## src/rtl/efuse_prog_seq.sv

```systemverilog
`default_nettype none
// efuse_prog_seq: write-side program sequencer for a 256-bit efuse macro.
// Walks the latched word LSB first and strobes only '1' bits, with setup, program, hold and recovery timing.
module efuse_prog_seq #(
  parameter int NW    = 64,
  parameter int T_SU  = 4,
  parameter int T_PGM = 100,
  parameter int T_HD  = 4,
  parameter int T_REC = 4
) (
  input  logic                      clk,
  input  logic                      rst,
  input  logic                      write_start,
  input  logic [$clog2(256/NW)-1:0] efuse_write_sel,
  input  logic [NW-1:0]             write_data,
  output logic                      write_done,
  output logic                      efuse_busy_write,
  output logic [7:0]                efuse_a,
  output logic                      efuse_pgenb,
  output logic                      efuse_strobe,
  output logic [$clog2(NW+1)-1:0]   prog_cnt
);

  localparam int IW   = (NW > 1) ? $clog2(NW) : 1;
  localparam int CW   = $clog2(NW + 1);
  localparam int TM1  = (T_SU > T_PGM) ? T_SU : T_PGM;
  localparam int TM2  = (T_HD > T_REC) ? T_HD : T_REC;
  localparam int TMAX = (TM1 > TM2) ? TM1 : TM2;
  localparam int TW   = $clog2(TMAX + 1);

  typedef enum logic [2:0] {
    IDLE   = 3'd0,
    SETUP  = 3'd1,
    SCAN   = 3'd2,
    STROBE = 3'd3,
    HOLD   = 3'd4,
    RECOV  = 3'd5,
    DONE   = 3'd6
  } state_t;

  state_t          state, state_nxt;
  logic [IW-1:0]   idx, idx_nxt;
  logic [TW-1:0]   timer, timer_nxt;
  logic [NW-1:0]   data;
  logic [7:0]      base;
  logic            cnt_inc;
  logic            load_addr;
  logic            last_bit;

  assign last_bit = (idx == IW'(NW - 1));

  always_comb begin
    state_nxt = state;
    idx_nxt   = idx;
    timer_nxt = timer;
    cnt_inc   = 1'b0;
    case (state)
      IDLE: begin
        if (write_start) begin
          state_nxt = SETUP;
          idx_nxt   = '0;
          timer_nxt = TW'(T_SU - 1);
        end
      end
      SETUP: begin
        if (timer == '0) state_nxt = SCAN;
        else             timer_nxt = timer - TW'(1);
      end
      SCAN: begin
        if (data[idx]) begin
          state_nxt = STROBE;
          timer_nxt = TW'(T_PGM - 1);
          cnt_inc   = 1'b1;
        end else if (last_bit) begin
          state_nxt = RECOV;
          timer_nxt = TW'(T_REC - 1);
        end else begin
          idx_nxt = idx + IW'(1);
        end
      end
      STROBE: begin
        if (timer == '0) begin
          state_nxt = HOLD;
          timer_nxt = TW'(T_HD - 1);
        end else begin
          timer_nxt = timer - TW'(1);
        end
      end
      HOLD: begin
        if (timer != '0) begin
          timer_nxt = timer - TW'(1);
        end else if (last_bit) begin
          state_nxt = RECOV;
          timer_nxt = TW'(T_REC - 1);
        end else begin
          state_nxt = SCAN;
          idx_nxt   = idx + IW'(1);
        end
      end
      RECOV: begin
        if (timer == '0) state_nxt = DONE;
        else             timer_nxt = timer - TW'(1);
      end
      DONE:    state_nxt = IDLE;
      default: state_nxt = IDLE;
    endcase
    // Address is presented at the start of the SCAN cycle so it leads the strobe by a full cycle.
    load_addr = (state_nxt == SCAN) && data[idx_nxt];
  end

  always_ff @(posedge clk) begin
    if (rst) begin
      state            <= IDLE;
      idx              <= '0;
      timer            <= '0;
      data             <= '0;
      base             <= '0;
      efuse_a          <= '0;
      efuse_pgenb      <= 1'b1;
      efuse_strobe     <= 1'b0;
      efuse_busy_write <= 1'b0;
      write_done       <= 1'b0;
      prog_cnt         <= '0;
    end else begin
      state <= state_nxt;
      idx   <= idx_nxt;
      timer <= timer_nxt;
      if (state == IDLE && write_start) begin
        data     <= write_data;
        base     <= 8'(efuse_write_sel) * 8'(NW);
        prog_cnt <= '0;
      end else if (cnt_inc) begin
        prog_cnt <= prog_cnt + CW'(1);
      end
      if (load_addr) efuse_a <= base + 8'(idx_nxt);
      efuse_pgenb      <= !(state_nxt inside {SETUP, SCAN, STROBE, HOLD});
      efuse_strobe     <= (state_nxt == STROBE);
      efuse_busy_write <= (state_nxt != IDLE);
      write_done       <= (state_nxt == DONE);
    end
  end

endmodule
`default_nettype wire
```

## config.mk

```make
export PLATFORM = sky130hd
export DESIGN_NAME = efuse_prog_seq
export DESIGN_NICKNAME = d
export VERILOG_FILES = /design/src/rtl/efuse_prog_seq.sv
export SDC_FILE = /design/constraint.sdc
export NUM_CORES = 1
export LEC_CHECK = 0
export ABC_AREA = 1
export ABC_CLOCK_PERIOD_IN_PS = 7600
export CAP_MARGIN = 10
export CORE_MARGIN = 5
export CORE_UTILIZATION = 61
export CTS_BUF_LIST = sky130_fd_sc_hd__clkbuf_4
export CTS_CLUSTER_SIZE = 40
export DETAILED_ROUTE_END_ITERATION = 10
export PLACE_DENSITY = 0.95
export SLEW_MARGIN = 10
export SYNTH_ARGS = -nofsm -noshare
export SYNTH_HDL_FRONTEND = slang
export SYNTH_SLANG_ARGS = --single-unit
```

## constraint.sdc

```tcl
create_clock -name clk -period 7.6 [get_ports clk]
set_input_delay 0.76 -clock clk [delete_from_list [all_inputs] [get_ports clk]]
set_output_delay 0.76 -clock clk [all_outputs]
set_load 0.005 [all_outputs]
```

== Word level (Yosys, flattened, before mapping) ==
Index checks and enable logic that the tools add are counted.
Word-level totals
  bits in registers: 101
  input bits: 69
Cells by class
  $add $sub $neg: 4
  magnitude comparators: 2
  equal/unequal tests: 13
  multiplexer cells: 27
  reduce and logical (&&, ||, !) cells: 12
Operator list (number)
  $mux 7: 6
  $pmux 7 s5: 1
  $mux 3: 8
  $mux 6: 4
  $pmux 3 s6: 1
  $pmux 6 s3: 1
  $lt 6x7->1 const B: 2
  $bmux 1 s6: 2
  $eq 3x2->1 const B: 4
  $eq 3x3->1 const B: 4
  $add 8x6->8: 1
  $add 7x1->7 const B: 1
  $logic_not 7->1: 1
  $reduce_bool 7->1: 1
  $sub 7x1->7 const B: 1
  $add 6x1->6 const B: 1
  $eq 3x1->1 const B: 2
  $eq 6x6->1 const B: 1
  $reduce_bool 5->1: 1
  $mux 1: 4
  $ne 2x2->1 const B: 2
  $reduce_bool 4->1: 1
  $reduce_or 2->1: 2
  $logic_not 3->1: 1
  4 further kinds: 5

== Depth between registers and ports, before layout ==
Gate-level depths: netlist of run 1.
  word-level depth: 7
  depth in mapped cells: 26

== Worst setup path before layout of run 1 ==
OpenSTA, ideal clock, no wires.
  path kind: register to register
  start point: register idx[0]
  end point: register efuse_a[3]
  library setup time: 110 ps
  arrival: 2472 ps
  setup slack: 5018 ps
  cell stages (with the launch flop): 25
  path buffers: 3
  period minus slack after synthesis: 2582 ps
  cell sequence: dfxtp_1 -> buf_4 -> inv_4 -> buf_6 -> nand2_1 -> nand3_1 -> a21oi_1 -> nor2_1 -> nand2_1 -> nand3_4 -> nand2_2 -> nand2_1 -> nand3_2 -> nand2_1 -> nor2_4 -> buf_6 -> nand3_1 -> nand3_1 -> nand3_1 -> nand3_1 -> nand3_4 -> nand3_4 -> nand2_1 -> inv_1 -> nor2_1
Between the ends
  longest elaborated chain between the ends: 7
Ends and longest elaborated chain
  start, declared: line 42  | logic [IW-1:0] idx, idx_nxt;
  start signal, assigned: line 126  | idx <= idx_nxt;
  $bmux 1 s6 (tied with other cells): line 70  | if (data[idx]) begin
  $mux 1 (not written as such) or $mux 6 (tied branches): line 70, 74, 92
  $mux 6, on equally long branches: line 70, 90
  $pmux 6 s3: line 57  | case (state)
  $bmux 1 s6: line 108  | load_addr = (state_nxt == SCAN) && data[idx_nxt];
  $mux 1 (not written as such): line 108
  $logic_and 1x1->1: line 108
  end signal, assigned: line 135  | if (load_addr) efuse_a <= base + 8'(idx_nxt);
  end, declared: line 18  | output logic [7:0] efuse_a,
Several ways; a longest one is shown, not always the timed one. The select of a mux whose other input is x is not followed.
A chain may end at the register's enable or synchronous reset.

== Final worst setup path of run 1 ==
  start point: register idx[1]
  end point: register efuse_a[7]
The elaborated chain is that of the path after synthesis.

==> results of run 1 <==
## per-layer routing
| layer | part of all wire [%] | up-vias |
|---|---|---|
| li1 | - | 3022 |
| met1 | 41 | 2686 |
| met2 | 47 | 359 |
| met3 | 9.9 | 54 |
| met4 | 2.6 | 0 |
| met5 | 0 | - |
## critical path, delay by kind of cell, from the launching register on
kind | cells | cell delay, ps
buffers and inverters | 3 | 440
DFF | 1 | 970
adders and majority gates | 1 | 310
xor gates and xnor gates | 1 | 220
and+or+nand+nor | 15 | 2730
## sequential cells by signal, summed over array words and instances (netlist names)
name,count
data,64
efuse_a,8
prog_cnt,7
timer,7
idx,6
state,3
base,2
efuse_busy_write,1
efuse_pgenb,1
efuse_strobe,1
write_done,1
## logic make-up (layout without fill, tap and decap cells)
group                    Yosys count  count (layout)  share of synthesized area [%]
AND/OR/NAND/NOR                  425             425                          33.46
AO/OA/AOI/OAI                    182             182                          17.52
buffers and inverters            162             221                          11.96
flip-flops                       101             101                          35.13
XOR/XNOR                           7               7                          1.065
adder cells (fa/ha/maj)            4               4                         0.8696
## cells in the mapped netlist, types with 5 or more instances
master | n | share of area, %
nand3_1 | 113 | 9.8
nand3_2 | 5 | 0.87
o211ai_1 | 13 | 1.7
inv_1 | 105 | 6.8
nand4_1 | 27 | 2.9
clkbuf_1 | 27 | 1.8
a21oi_1 | 71 | 6.2
buf_6 | 6 | 1.2
nor2_1 | 81 | 5.3
buf_4 | 5 | 0.65
buf_2 | 10 | 0.87
nor3_1 | 6 | 0.52
dfxtp_1 | 101 | 35
o21ai_0 | 81 | 7.0
nand2_1 | 179 | 12
## per-stage QoR
stage	hold WS, ps	utilization (%)
3_5_place_dp	451.1	71.05
2_1_floorplan	429.7	-
6_report	465.6	72.57
5_1_grt	485.6	72.57
3_3_place_gp	436.5	71.05
4_1_cts	472.1	72.57
## final cells by class
class	count	area (sq um)	share of cell area [%]
inverters	113	427.9	6.382
well taps	129	161.4	2.407
flip-flops and latches	101	2022	30.15
repair buffers	92	908.4	13.55
multi-input cells	618	3045	45.42
clock inverters	6	65.06	0.9703
clock buffers	10	75.07	1.120
## report_power, final
part	total (mW)	internal (mW)	switching, mW
combinational	0.979	0.337	0.642
clock	0.282	0.0815	0.201
sequential	0.770	0.666	0.103
## worst max path at each step
| stage | startpoint | end | slack, ps | cells past startpoint |
|---|---|---|---|---|
| 4_1_cts | idx[1] | efuse_a[7] | 2950 | 18 |
| 6_report | idx[1] | efuse_a[7] | 2820 | 20 |
| 5_1_grt | idx[1] | efuse_a[3] | 2490 | 20 |
| 3_5_place_dp | idx[1] | efuse_a[7] | 3060 | 18 |
| 2_1_floorplan | idx[0] | efuse_a[3] | 5020 | 24 |
| 3_3_place_gp | idx[1] | efuse_a[1] | 3330 | 20 |
==> results_dict.tcl, run 1 <==
set metrics [dict create \
    whs_path_depth 2 \
    drc 0 \
    netlist_instances 881 \
    min_path_type "reg -> reg" \
    ff2ff_path_depth 20 \
    rows 35 \
    timing.rr.start "idx[1]" \
    finClkSkew_ps 27.50 \
    routed_wirelength_um 15430 \
    crit_top_cell "nand3_1" \
    wl_per_cell_um 14.44 \
    cts_tree "done" \
    post-dp-hpwl_um 10760 \
    async_reset_ff_share_pct 0 \
    clk_path_buf_depth 2 \
    yosys_warnings 0 \
    arrival_ps 5180 \
    portBuffers 87 \
    cts_max_level 3 \
    use_met2_pct 42.45 \
    ir_drop_uv 163.3 \
    grt_use_met1_pct 35.82 \
    grt_remaining_overflow 0 \
    rsz0062_at_grt "no" \
    setup_slack_ps 2817 \
    post-cts-setup-buffers 0 \
    period_minus_slack_ps 4783 \
    synth_edf_count 0 \
    dp_cells 1053 \
    clk_pin_slew_ps 190 \
    hp-start "efuse_a[5]" \
    syn-num-nets 954 \
    start_kind "flip-flop" \
    layout.nets 1008 \
    root_buffer "clkbuf_4" \
    worst_slew_pin_slew_ps 932.7 \
    grt_usage_pct 26.84 \
    core_sq_mm 0.009240 \
    grt_pass1_vias 5583 \
    fillCellCount 744 \
    grt_pass1_wl_um 25570 \
    period_share_pct 62.93 \
    fin_area_sq_mm 0.006705 \
    clock_latency_ps 480 \
    slew_viol_final 0 \
    crit_path_end_kind "flip-flop" \
    grt_max_degree 93 \
    cts_resized 0 \
    cts-hold-fix-buffers 0 \
    dieArea_sq_mm 0.01148 \
    syn2layout_area_growth_pct 16.50 \
    synth.yosys.seq_area_share_pct 35.13 \
    initial_core_util_pct 62.29 \
    cts-buffers-inserted 9 \
    drt_iter0_markers 800 \
    finalHoldViolCount 0 \
    synth_cell_type_count 41 \
    slowest_delay_ps 970 \
    final_common_cell "nand2_1" \
    die_w_um 107.1 \
    fmax_mhz 209.1 \
    status "finished, final reports clean" \
    cp_cell_sequence "ha_1 -> inv_1 -> nor2_1 -> nand2_1 -> nor2_2 -> xor2_1 -> nand3_1 -> nand3_2 -> nand3_2 -> clkinv_2 -> nand2_1 -> nand3_1 -> nand3_1 -> nand3_1 -> nand3_1 -> nand3_2 -> nand3_4 -> nand2_1 -> inv_1 -> nor2_1" \
    drt-pass1-iter-count 6 \
    syn_area_sq_mm 0.005756 \
    path_class "reg -> reg" \
    dr_total_vias 6121 \
    antenna_left 0 \
    place_congestion 0.9470 \
    setup_viol 0 \
    pre_cts_slack_ps 3062 \
    met3_usage_pct 5.418 \
    fin_setup_tns_ps 0 \
    hold_path_end "efuse_a[5]" \
    leakagePower_nw 2.780 \
    viasPerCell 5.726 \
    rrSetupSlack_ps 2820 \
    cap_violations 0 \
    crit_path_max_fanout 39 \
    synth_ff_type "dfxtp_1" \
    diodes 0 \
    antenna_found_initial 0 \
    total_power_mw 2.031 \
    critPathSlowestCell "dfxtp_1" \
    die_height_um 107.1 \
    top_usage_layer "met2" \
    required_ps 8000 \
    placed_area_sq_mm 0.006565 \
    clock-sinks 101 \
    power_per_cell_area_mw_per_mm2 302.9 \
    stdcell_count 1069 \
    synth_area_per_cell_sq_um 6.533 \
    rr_endpoint "efuse_a[7]" \
    timing.slew.headroom_pct 37.74 \
    ys_seq_elements 101 \
    pin_count 88 \
    drive_above_1_share_pct 4.787 \
    layout_common_cells "nand2_1 (179), nand3_1 (113), inv_1 (104), dfxtp_1 (101), clkdlybuf4s50_1 (87)" \
]
Note: power is estimated with default switching activity, not from simulation.
==> inputs of run 2 (changes only) <==
ABC_CLOCK_PERIOD_IN_PS = 4600   (was 7600)
CORE_UTILIZATION = 56   (was 61)
PLACE_DENSITY = 0.93   (was 0.95)
clock period = 4.6 ns   (was 7.6 ns; I/O delays follow)
==> results_dict.tcl, run 2 (synthesized netlist as in run 1, its figures left out) <==
set metrics [dict create \
    critical_path.endpoint "efuse_a[6]" \
    largest_reg_flops 64 \
    ff2ff_path_depth 19 \
    power_per_cell_area_mw_per_mm2 501.5 \
    period_minus_slack_ps 3797 \
    rrSetupSlack_ps 800 \
    dr_total_vias 6245 \
    post-cts-setup-buffers 0 \
    swShare_pct 46.37 \
    grt_remaining_overflow 0 \
    hold_slack_ps 470.9 \
    viasPerCell 5.772 \
    wl_per_cell_um 14.67 \
    p_seq_share_pct 37.2 \
    initial_core_util_pct 56.51 \
    die_w_um 111.4 \
    clock-sinks 101 \
    start_kind "flip-flop" \
    grt_pass1_vias 5553 \
    startpoint "idx[0]" \
    p_comb_share_pct 49.1 \
    post-dp-hpwl_um 11040 \
    pin_count 88 \
    diodes 0 \
    timing.slew.headroom_pct 55.19 \
    fmax_mhz 263.3 \
    leakagePower_nw 2.815 \
    clk_path_buf_depth 2 \
    core_sq_mm 0.01018 \
    worst_slew_pin_slew_ps 672.1 \
    cts-buffers-inserted 9 \
    setup_slack_ps 802.5 \
    place_congestion 0.9584 \
    drive_above_1_share_pct 5.391 \
    dp_cells 1066 \
    clk_pin_slew_ps 180 \
    path_class "reg -> reg" \
    switching_power_mw 1.575 \
    rsz0062_at_grt "no" \
    crit_path_max_fanout 41 \
    timing.rr.start "idx[0]" \
    layout_common_cells "nand2_1 (179), nand3_1 (113), inv_1 (104), dfxtp_1 (101), clkdlybuf4s50_1 (87)" \
    status "finished, final reports clean" \
    dieArea_sq_mm 0.01241 \
    die_height_um 111.4 \
    ir_drop_uv 333.6 \
    cts_max_level 3 \
    power_frac_clock_pct 13.7 \
    final_common_cell "nand2_1" \
    antenna_found_initial 0 \
    clock_latency_ps 460 \
    drc 0 \
    fin_setup_tns_ps 0 \
    drt_iter0_markers 760 \
    pre_cts_slack_ps 1027 \
    period_share_pct 82.55 \
    cap_violations 0 \
    drt-pass1-iter-count 8 \
    largest_register "data" \
    finClkSkew_ps 19.23 \
    slew_viol_final 0 \
    finalHoldViolCount 0 \
    portBuffers 87 \
    rr_endpoint "efuse_a[6]" \
    root_buffer "clkbuf_4" \
    cts-hold-fix-buffers 0 \
    stdcell_count 1082 \
    grt_pass1_wl_um 26190 \
    power.internal_mw 1.821 \
    routed_wirelength_um 15870 \
    grt_max_degree 83 \
    setup_viol 0 \
    layout.nets 1014 \
    cts_resized 0 \
    arrival_ps 4200 \
    required_ps 5000 \
    syn2layout_area_growth_pct 17.65 \
    min_path_type "reg -> reg" \
    grt_usage_pct 24.75 \
    crit_path_end_kind "flip-flop" \
    antenna_left 0 \
    cts_tree "done" \
    rows 37 \
    largest_registers "data: 64 flops, efuse_a: 8 flops" \
]
[run 2: changes by cell type in the layout (fill, tap and decap cells not counted)]
cell    previous run  this run
buf_12             0         1
buf_4              5        10
[run 2: cell type report]
cell class / instances / area [sq um]
Clock buffer: 10 / 75.07
Multi-Input combinational cell: 618 / 3045
Clock inverter: 6 / 65.06
Inverter: 113 / 427.9
Timing Repair Buffer: 98 / 965.9
Tap cell: 136 / 170.2
Sequential cell: 101 / 2022
Fill cell: 901 / 3413
[run 2: critical path, stage by stage, from the launching register on]
cell and delay, ps:
dfxtp_1 470, buf_4 440, nand2_1 100, o211ai_1 90, nand3_1 90, nand3_1 90, nand2_1 130, nand3_4 150
nand2_2 90, nand2_1 420, o221ai_1 200, nor2_2 370, inv_1 220, nand3_1 130, nand3_1 140, nand3_2 220
nand3_4 140, nand2_1 100, inv_1 40, nor2_1 80
[run 2: per-stage QoR]
stage / instance area [sq um] / power [mW] / util (%)
after floorplan: 5756 / 2.502 / -
after global placement: 6631 / 2.867 / 65.11
after detailed placement: 6631 / 2.898 / 65.11
after CTS: 6771 / 3.364 / 66.49
after global routing: 6771 / 3.652 / 66.49
final: 6771 / 3.396 / 66.49
[run 2: power groups by stage]
stage / Combinational [mW] / Clock [mW] / Sequential (mW)
final: 1.67 / 0.466 / 1.26
after global routing: 1.87 / 0.505 / 1.28
after CTS: 1.64 / 0.473 / 1.25
after detailed placement: 1.62 / 0 / 1.27
after global placement: 1.60 / 0 / 1.27
after floorplan: 1.28 / 0 / 1.22
[run 2: routing by layer]
layer  track usage, %  part of all wire, %
met5                0                    0
met2            39.53                   45
met3            5.109                   10
met1            33.65                   42
met4            8.110                  2.7
[run 2: worst min-delay path by stage]
stage / start / end / slack, ps / depth (start not counted)
5_1_grt: efuse_a[5] / efuse_a[5] / 480 / 2
6_report: efuse_a[5] / efuse_a[5] / 470 / 2
4_1_cts: efuse_a[5] / efuse_a[5] / 470 / 2
3_5_place_dp: efuse_a[5] / efuse_a[5] / 450 / 2
2_1_floorplan: base[6] / base[6] / 430 / 2
3_3_place_gp: efuse_a[5] / efuse_a[5] / 450 / 2
